[src/rtl/calc_pkg.sv]
// Shared calculator definitions: encoder FSM states, sign nibble codes,
// BCD digit count and the coded-word field layout (also used by the
// input-side decoder).
package calc_pkg;

    typedef enum logic [1:0] {
        IDLE    = 2'd0,
        NEGATE  = 2'd1,
        CONVERT = 2'd2,
        DONE    = 2'd3
    } state_t;

    localparam logic [3:0] SIGN_NEG = 4'b1111;
    localparam logic [3:0] SIGN_POS = 4'b0000;

    // Three digits cover every magnitude up to 2^(W-1) for W <= 9.
    localparam int BCD_DIGITS = 3;
    localparam int BCD_W      = 4 * BCD_DIGITS;

    // Coded word: {sign, hundreds, tens, units}
    localparam int SIGN_LSB     = 12;
    localparam int HUNDREDS_LSB = 8;
    localparam int TENS_LSB     = 4;
    localparam int UNITS_LSB    = 0;

    // Assemble the 16-bit coded word from a sign nibble and three BCD digits.
    function automatic logic [15:0] pack_word(input logic [3:0] sign_code,
                                              input logic [BCD_W-1:0] digits);
        logic [15:0] word;
        word = '0;
        word[SIGN_LSB     +: 4] = sign_code;
        word[HUNDREDS_LSB +: 4] = digits[11:8];
        word[TENS_LSB     +: 4] = digits[7:4];
        word[UNITS_LSB    +: 4] = digits[3:0];
        return word;
    endfunction

endpackage

[src/rtl/bcd_add3_digit.sv]
// Double-dabble digit correction: a BCD digit of 5 or more gets +3 so that
// the following left shift carries correctly into the next decade.
module bcd_add3_digit (
    input  logic [3:0] digit,
    output logic [3:0] adjusted
);

    assign adjusted = (digit >= 4'd5) ? (digit + 4'd3) : digit;

endmodule

[src/rtl/result_sign_mag_encoder.sv]
// Converts the ALU's signed two's-complement result into a sign nibble plus
// three BCD magnitude digits, using a multi-cycle double-dabble FSM with a
// start/finish handshake toward the display stage.
module result_sign_mag_encoder
    import calc_pkg::*;
#(
    parameter int         W        = 8,
    parameter logic [3:0] SIGN_NEG = calc_pkg::SIGN_NEG,
    parameter logic [3:0] SIGN_POS = calc_pkg::SIGN_POS
) (
    input  logic         clk,
    input  logic         rst,
    input  logic [W-1:0] result,
    input  logic         encode_sel,
    input  logic         wr_enable,
    output logic [15:0]  nr_coded_out,
    output logic         busy,
    output logic         encode_finish
);

    localparam int CNT_W = (W > 1) ? $clog2(W) : 1;

    state_t             state;
    logic [W-1:0]       res_reg;
    logic               sign_reg;
    logic [W-1:0]       mag_reg;
    logic [BCD_W-1:0]   bcd_reg;
    logic [BCD_W-1:0]   bcd_adj;
    logic [CNT_W-1:0]   cnt_reg;

    // One add-3 corrector per BCD digit, applied before every shift.
    genvar gi;
    generate
        for (gi = 0; gi < BCD_DIGITS; gi++) begin : g_add3
            bcd_add3_digit u_add3 (
                .digit    (bcd_reg[gi*4 +: 4]),
                .adjusted (bcd_adj[gi*4 +: 4])
            );
        end
    endgenerate

    // Handshake FSM with registered outputs; the word is only updated in DONE,
    // so an aborted conversion never leaks a partial result.
    always_ff @(posedge clk or posedge rst) begin
        if (rst) begin
            state         <= IDLE;
            res_reg       <= '0;
            sign_reg      <= 1'b0;
            mag_reg       <= '0;
            bcd_reg       <= '0;
            cnt_reg       <= '0;
            nr_coded_out  <= 16'h0000;
            busy          <= 1'b0;
            encode_finish <= 1'b0;
        end else begin
            case (state)
                IDLE: begin
                    if (encode_sel && wr_enable) begin
                        res_reg       <= result;
                        sign_reg      <= result[W-1];
                        busy          <= 1'b1;
                        encode_finish <= 1'b0;
                        state         <= NEGATE;
                    end
                end
                NEGATE: begin
                    // Unsigned W-bit negate: -2^(W-1) maps to 2^(W-1) with no overflow.
                    mag_reg <= sign_reg ? (~res_reg + W'(1)) : res_reg;
                    bcd_reg <= '0;
                    cnt_reg <= '0;
                    state   <= CONVERT;
                end
                CONVERT: begin
                    {bcd_reg, mag_reg} <= {bcd_adj, mag_reg} << 1;
                    cnt_reg            <= cnt_reg + CNT_W'(1);
                    if (cnt_reg == CNT_W'(W-1)) begin
                        state <= DONE;
                    end
                end
                DONE: begin
                    nr_coded_out  <= pack_word(sign_reg ? SIGN_NEG : SIGN_POS, bcd_reg);
                    encode_finish <= 1'b1;
                    busy          <= 1'b0;
                    state         <= IDLE;
                end
                default: begin
                    state <= IDLE;
                end
            endcase
        end
    end

endmodule
[config.mk]
export PLATFORM = sky130hd
export DESIGN_NAME = result_sign_mag_encoder
export DESIGN_NICKNAME = d
export VERILOG_FILES = /design/src/rtl/calc_pkg.sv /design/src/rtl/bcd_add3_digit.sv /design/src/rtl/result_sign_mag_encoder.sv
export SDC_FILE = /design/constraint.sdc
export NUM_CORES = 1
export LEC_CHECK = 0
export ABC_CLOCK_PERIOD_IN_PS = 4000
export CORE_MARGIN = 2
export CORE_UTILIZATION = 40
export CTS_CLUSTER_DIAMETER = 60
export CTS_CLUSTER_SIZE = 20
export DETAILED_ROUTE_END_ITERATION = 16
export SLEW_MARGIN = 20
export SYNTH_ARGS = -nofsm -noshare
export SYNTH_HDL_FRONTEND = slang
export SYNTH_HIERARCHICAL = 1
export SYNTH_SLANG_ARGS = --single-unit
[constraint.sdc]
create_clock -name clk -period 4 [get_ports clk]
set_input_delay 0.8 -clock clk [delete_from_list [all_inputs] [get_ports clk]]
set_output_delay 0.8 -clock clk [all_outputs]
set_load 0.01 [all_outputs]
; Yosys cells after proc, flatten, opt, wreduce, memory -nomap -nowiden
; Cells that the tools add are included.
[totals]
register_bits = 52
in_bits = 12
out_inout_bits = 18
wordCells = 46
[op_classes]
add_sub_neg = 5
order_cmp = 3
eq_ne = 6
mux = 15
bitwise = 1
reduce_logical = 7
[ops]
columns = op, count
row1 = $pmux W12 S2, 1
row2 = $pmux W8 S2, 1
row3 = $ge A4 B3 Y1 const B, 3
row4 = $mux W4, 3
row5 = $add A4 B2 Y4 const B, 2
row6 = $add A8 B1 Y8 const B, 1
row7 = $mux W8, 1
row8 = $not A8 Y8, 1
row9 = $pmux W2 S4, 1
row10 = $pmux W3 S2, 1
row11 = $reduce_and A2 Y1, 3
row12 = $eq A2 B2 Y1 const B, 2
row13 = $mux W2, 2
row14 = $ne A2 B2 Y1 const B, 2
row15 = $pmux W1 S2, 2
row16 = $reduce_bool A2 Y1, 2
row17 = $add A3 B1 Y3 const B, 1
row18 = $add A3 B2 Y3 const B, 1
row19 = $eq A3 B3 Y1 const B, 1
row20 = $mux W3, 1
row21 = $eq A2 B1 Y1 const B, 1
row22 = $logic_not A2 Y1, 1
row23 = $mux W1, 2
row24 = $logic_and A1 B1 Y1, 1

; Depth between registers and ports, before layout
; Gate-level depths: netlist of the first run.
[depth]
ltp_word = 4
ltp_mapped = 7
mapped_depth_nobuf = 7

; Modules after synthesis
; Netlist of the first run, hierarchy kept.
[by_module_without_submodules]
columns = mod, n_inst, cells_per_inst, area_per_inst_um2, seq_area_each_um2
row1 = result_sign_mag_encoder, 1, 195, 2173.3, 1201.2
row2 = bcd_add3_digit, 3, 16, 101.3, 0.0

; Worst setup path after synthesis of the first run
; No wires, ideal clock.
[synth_timing]
kind = input-to-reg
startpoint = input encode_sel
endpoint = register res_reg[3]
setup_ns = 0.127
arrival_ns = 1.429
t_required_ns = 3.873
setup_slack_ns = 2.444
cell_stages = 2
path_buffers = 0
path_cell_list = nand3_1 > mux2_1
[synth_between]
elab_chain_len = 2
[synth_lines]
columns = element, line_no
row1 = "start, declared", result_sign_mag_encoder.sv:14  ; input logic encode_sel,
row2 = $logic_and A1 B1 Y1, result_sign_mag_encoder.sv:58  ; if (encode_sel && wr_enable) begin
row3 = $reduce_and A2 Y1 (no line), --
row4 = "end signal, assigned", result_sign_mag_encoder.sv:59  ; res_reg <= result;
row5 = "end, declared", result_sign_mag_encoder.sv:24  ; logic [W-1:0] res_reg;
; No other way between the ends.
; A chain may end at the register's enable or synchronous reset.

; Worst setup path in the final report of the first run
[layout_timing]
startpoint = register state[0]
endpoint = register mag_reg[3]
[layout_between]
elab_chain_len = 2
elab_cells_between_ends = 4
cone_classes = eq/ne (2) / mux (1) / reduce/logical (1)
[layout_lines]
columns = element, line_no
row1 = "start, declared", result_sign_mag_encoder.sv:23  ; state_t state;
row2 = "start signal, assigned", result_sign_mag_encoder.sv:46  ; state <= IDLE;
row3 = "start signal, assigned", result_sign_mag_encoder.sv:63  ; state <= NEGATE;
row4 = "start signal, assigned", result_sign_mag_encoder.sv:71  ; state <= CONVERT;
row5 = $eq A2 B2 Y1 or $eq A2 B1 Y1 (tied branches), result_sign_mag_encoder.sv:56  ; case (state)
row6 = $pmux W8 S2 or $reduce_bool A2 Y1 (tied branches), --
row7 = "end signal, assigned", result_sign_mag_encoder.sv:68  ; mag_reg <= sign_reg ? (~res_reg + W'(1)) : res_reg;
row8 = "end signal, assigned", result_sign_mag_encoder.sv:74  ; {bcd_reg, mag_reg} <= {bcd_adj, mag_reg} << 1;
row9 = "end, declared", result_sign_mag_encoder.sv:26  ; logic [W-1:0] mag_reg;
; Parallel ways exist; a longest one is shown, timed or not.

==> metrics.txt, run 1 <==
cell leakage power=1.31 nW; status=finished clean; Cell Area, Synth=2460 µm²; GPL Wtd Cong=0.737; Max Freq=460 MHz; Post-Syn Instances=239; number of flip-flops in the largest register=13; nets@finish=289; clock-pin slew on the worst setup and hold paths=0.09 ns; later-pin clock latency in the skew report=0.30 ns; post-CTS sizing=0; Worst Setup End Kind=flop; Via density=4.83; M2 GR Usage=23.6%; Die H=82.4 µm; n_diodes=0; Final Hold Fails=0; CTS Sinks=48; mean post-synth cell area=10.3 µm²; Worst Hold Slack=0.513 ns; Final Cycle Share=54.3%; PortBufs=29; total of max-cap violations=0; Total Wirelength=4190 µm; max_slew headroom=45.8%; crit path launch type=flop; Final ANT Viol Nets=0; initial DRC count=60; VDD IR-drop max=0.000363 V; TritonCTS Buffers=5; drt wl/cell=12.3 µm; first-pass GRT wire length=7330 µm; total number of vias=1643; number of fill cells in the layout=563; drt pass-1 iters=4; Hold Path Class=flop to flop; largest net degree at the start of global routing=49; WP data required=4.24 ns; Pwr per Cell Area=642 nW/µm²; Slew Limit Fails=0; TritonCTS clock tree=done; Final setup violation count=0; share of cells above drive strength 1=12.5%; Worst Max-Slew Pin Slew=0.812 ns; P&R area growth vs syn=17.4%; GRT overflow=0; met3 Track Usage GR=3.59%; Worst Path Class, Setup=flop to flop; routing usage on met1=17.9%; post-CTS setup buffers=0; critical path data arrival time=2.41 ns; R2R setup slack=1.83 ns; initial antenna violation count=0; Tmin final=2.17 ns; crit path max fanout=18; io pins=30; vias in the first global route=1623; Final Core Density=48.7%; GRT busiest layer=met2; DIE AREA=6790 µm²; Core ar.=5920 µm²; Syn. warnings=6; Horiz. Die Dim=82.4 µm; row count=28; Reg area=1200 µm²; drt drc=0; Overall Global Routing Usage=14.2%; Syn Nets=264; Pwr Total=1.85 mW; maximum level of the CTS H-tree=2; Clock Skew=0.00764 ns; Post-CTS Hold Fix Bufs=0; footprint of the multi-input gates=1070 µm²; starting density of the core=41.5%; clk buf depth=2; CTS root buf=clkbuf_8; RSZ-0062 raised after global routing=no; post-detail-place hpwl=2950 µm; Setup TNS=0 ns
[path summary, 6_finish.rpt]
path                                    end  cells past startpoint            start
max in group asynchronous        res_reg[3]                      2              rst
hold reg to reg             nr_coded_out[6]                      1  nr_coded_out[6]
min in group asynchronous  nr_coded_out[11]                      2              rst
setup / recovery                 mag_reg[3]                      5         state[0]
setup reg to reg                 mag_reg[3]                      5         state[0]
hold / removal              nr_coded_out[6]                      1  nr_coded_out[6]
[metrics by stage]
step           setup slack (ns)  std cells  instance area, µm²
3_3_place_gp               1.80        332                2780
6_report                   1.83        340                2880
5_1_grt                    1.60        340                2880
3_5_place_dp               1.76        332                2780
4_1_cts                    1.79        340                2880
2_1_floorplan              2.06        239                2460
[worst max-delay path, stage by stage, from the launching register on]
cell and delay, ns:
dfrtp_1 0.39, inv_1 0.09, ha_1 0.59, buf_4 0.29, and2_1 0.51, a221o_1 0.25
[power breakdown]
part,internal [mW],total [mW],switching (mW)
Combinational,0.383,0.778,0.395
Clock,0.186,0.344,0.158
Sequential,0.617,0.730,0.113
Total,1.18,1.85,0.666
[layout by cell type, fill, tap and decap left out, drive strengths merged, types with 2 or more instances in the layout]
master	count
nand2b	6
o31ai	2
mux2	23
nand3	7
and2b	2
dfrtp	48
xnor2	6
o21ai	25
clkbuf	6
nor2	5
inv	30
nor2b	3
a221o	2
clkdlybuf4s50	29
a21oi	8
clkinv	2
nand2	30
a21boi	2
ha	13
mux2i	5
[layer usage]
layer | up-vias | part of all wire, %
met5 | - | 0
met4 | 0 | 1.6
met3 | 4 | 2.5
met2 | 18 | 49
met1 | 786 | 47
li1 | 835 | -
[final cells by class]
class | count | share of cell area [%]
Clock buffer | 6 | 2.52
Sequential cell | 48 | 41.6
Tap cell | 75 | 3.25
Timing Repair Buffer | 30 | 10.3
Inverter | 31 | 4.08
Clock inverter | 2 | 1.21
Multi-Input combinational cell | 148 | 37.0
Power figures use the tool's default switching activity.
==> run 2, diff against run 1 <==
--- a/config.mk
+++ b/config.mk
@@ -5,7 +5,7 @@
 export SDC_FILE = /design/constraint.sdc
 export NUM_CORES = 1
 export LEC_CHECK = 0
-export ABC_CLOCK_PERIOD_IN_PS = 4000
+export ABC_CLOCK_PERIOD_IN_PS = 1900
 export CORE_MARGIN = 2
 export CORE_UTILIZATION = 40
 export CTS_CLUSTER_DIAMETER = 60
==> constraint.sdc (replaced) <==
create_clock -name clk -period 1.9 [get_ports clk]
set_input_delay 0.38 -clock clk [delete_from_list [all_inputs] [get_ports clk]]
set_output_delay 0.38 -clock clk [all_outputs]
set_load 0.01 [all_outputs]
==> run 2 against run 1 <==
Against the previous run: sequential share of layout area is 0.61 points lower; fmax is 32% higher; largest power group unchanged; utilization is 0.72 points higher; die area stayed put; critical path depth stayed put; first-iteration DRC count is 6.7% lower; final area is 1.5% higher.
==> metrics.txt, run 2 (synthesis results as in run 1) <==
critical path data arrival time=1.88 ns; nets@finish=295; largest net degree at the start of global routing=49; DIE AREA=6790 µm²; most frequent cells in the layout=dfrtp_1 (48), inv_1 (30), nand2_1 (30); number of flip-flops in the largest register=13; post-route cell area=2930 µm²; Final Cycle Share=86.9%; Final Core Density=49.4%; TritonCTS clock tree=done; Slew Limit Fails=0; status=finished clean; Setup TNS=0 ns; WP data required=2.13 ns; GRT overflow=0; Post-Layout Cell Count=346; CTS root buf=clkbuf_8; n_diodes=0; share of cells above drive strength 1=14.4%; Post-Place Cell Area=2830 µm²; P&R area growth vs syn=19.1%; Final ANT Viol Nets=0; crit path max fanout=10; drt pass-1 iters=4; Worst Path Class, Setup=flop to flop; Core ar.=5920 µm²; cell leakage power=1.33 nW; Via density=4.78; post-CTS sizing=0; RSZ-0062 raised after global routing=no; first-pass GRT wire length=7370 µm; CTS Sinks=48; clk buf depth=2; Worst Max-Slew Pin Slew=0.486 ns; Overall Global Routing Usage=14.5%; Tmin final=1.65 ns; clock-pin slew on the worst setup and hold paths=0.09 ns; post-CTS setup buffers=0; starting density of the core=41.5%; Clock Skew=0.0108 ns; drt wl/cell=12.5 µm; total of max-cap violations=0; VDD IR-drop max=0.000771 V; later-pin clock latency in the skew report=0.30 ns; initial DRC count=56; TritonCTS Buffers=5; Pwr per Cell Area=1340 nW/µm²; Die H=82.4 µm; Hold Path Class=primary input to async pin; PortBufs=29; row count=28; max_slew headroom=67.3%; Worst Hold Slack=0.425 ns; total number of vias=1655; Final Hold Fails=0; initial antenna violation count=0; Final setup violation count=0; Horiz. Die Dim=82.4 µm; maximum level of the CTS H-tree=2; GPL Wtd Cong=0.739; Worst Setup End Kind=flop; drt drc=0; placed cell count=338; vias in the first global route=1580; Total Wirelength=4320 µm; number of fill cells in the layout=558; commonest non-fill, non-tap cell in the layout=dfrtp_1; crit path launch type=flop; Max Freq=606 MHz; io pins=30; Post-CTS Hold Fix Bufs=0; post-detail-place hpwl=3110 µm
-- run 2: final cells by class --
| type | count | area (µm²) | share of cell area (%) |
|---|---|---|---|
| Timing Repair Buffer | 36 | 355 | 12.1 |
| Multi-Input combinational cell | 148 | 1070 | 36.4 |
| Inverter | 31 | 116 | 3.98 |
| Clock buffer | 7 | 86.3 | 2.95 |
| Clock inverter | 1 | 7.51 | 0.257 |
| Tap cell | 75 | 93.8 | 3.21 |
| Sequential cell | 48 | 1200 | 41.0 |
-- run 2: power by group --
part	total, mW	internal, mW	switching (mW)
registers	1.53	1.30	0.234
clock network	0.648	0.297	0.351
logic	1.73	0.870	0.859
-- run 2: metrics by stage --
step / total power, mW / setup WS, ns
4_1_cts: 3.97 / 0.238
3_3_place_gp: 3.26 / 0.315
3_5_place_dp: 3.32 / 0.274
6_report: 3.91 / 0.249
2_1_floorplan: 2.83 / 0.376
5_1_grt: 4.25 / 0.142
-- run 2: worst paths after layout --
kind	startpoint	end	slack (ns)	cells after the start
setup / recovery	state[1]	mag_reg[5]	0.25	5
max in group asynchronous	rst	mag_reg[2]	1.25	3
setup reg to reg	state[1]	mag_reg[5]	0.25	5
min in group clk	mag_reg[6]	mag_reg[6]	0.51	2
hold / removal	rst	nr_coded_out[8]	0.42	3
hold reg to reg	mag_reg[6]	mag_reg[6]	0.51	2
-- run 2: layer usage --
metal  global-route usage, %  up-vias  routed length [µm]
li1                        -      846                   -
met1                    18.9      792                2120
met2                    23.2       15                2080
met3                    5.00        2                 103
met4                    3.50        0                  19
met5                       0        -                   0
-- run 2: worst max-delay path, cell delays in order (launching register included) --
cell,delay [ns]
dfrtp_1,0.39
inv_1,0.09
ha_1,0.44
and2b_1,0.23
or3b_1,0.36
nand3_1,0.08
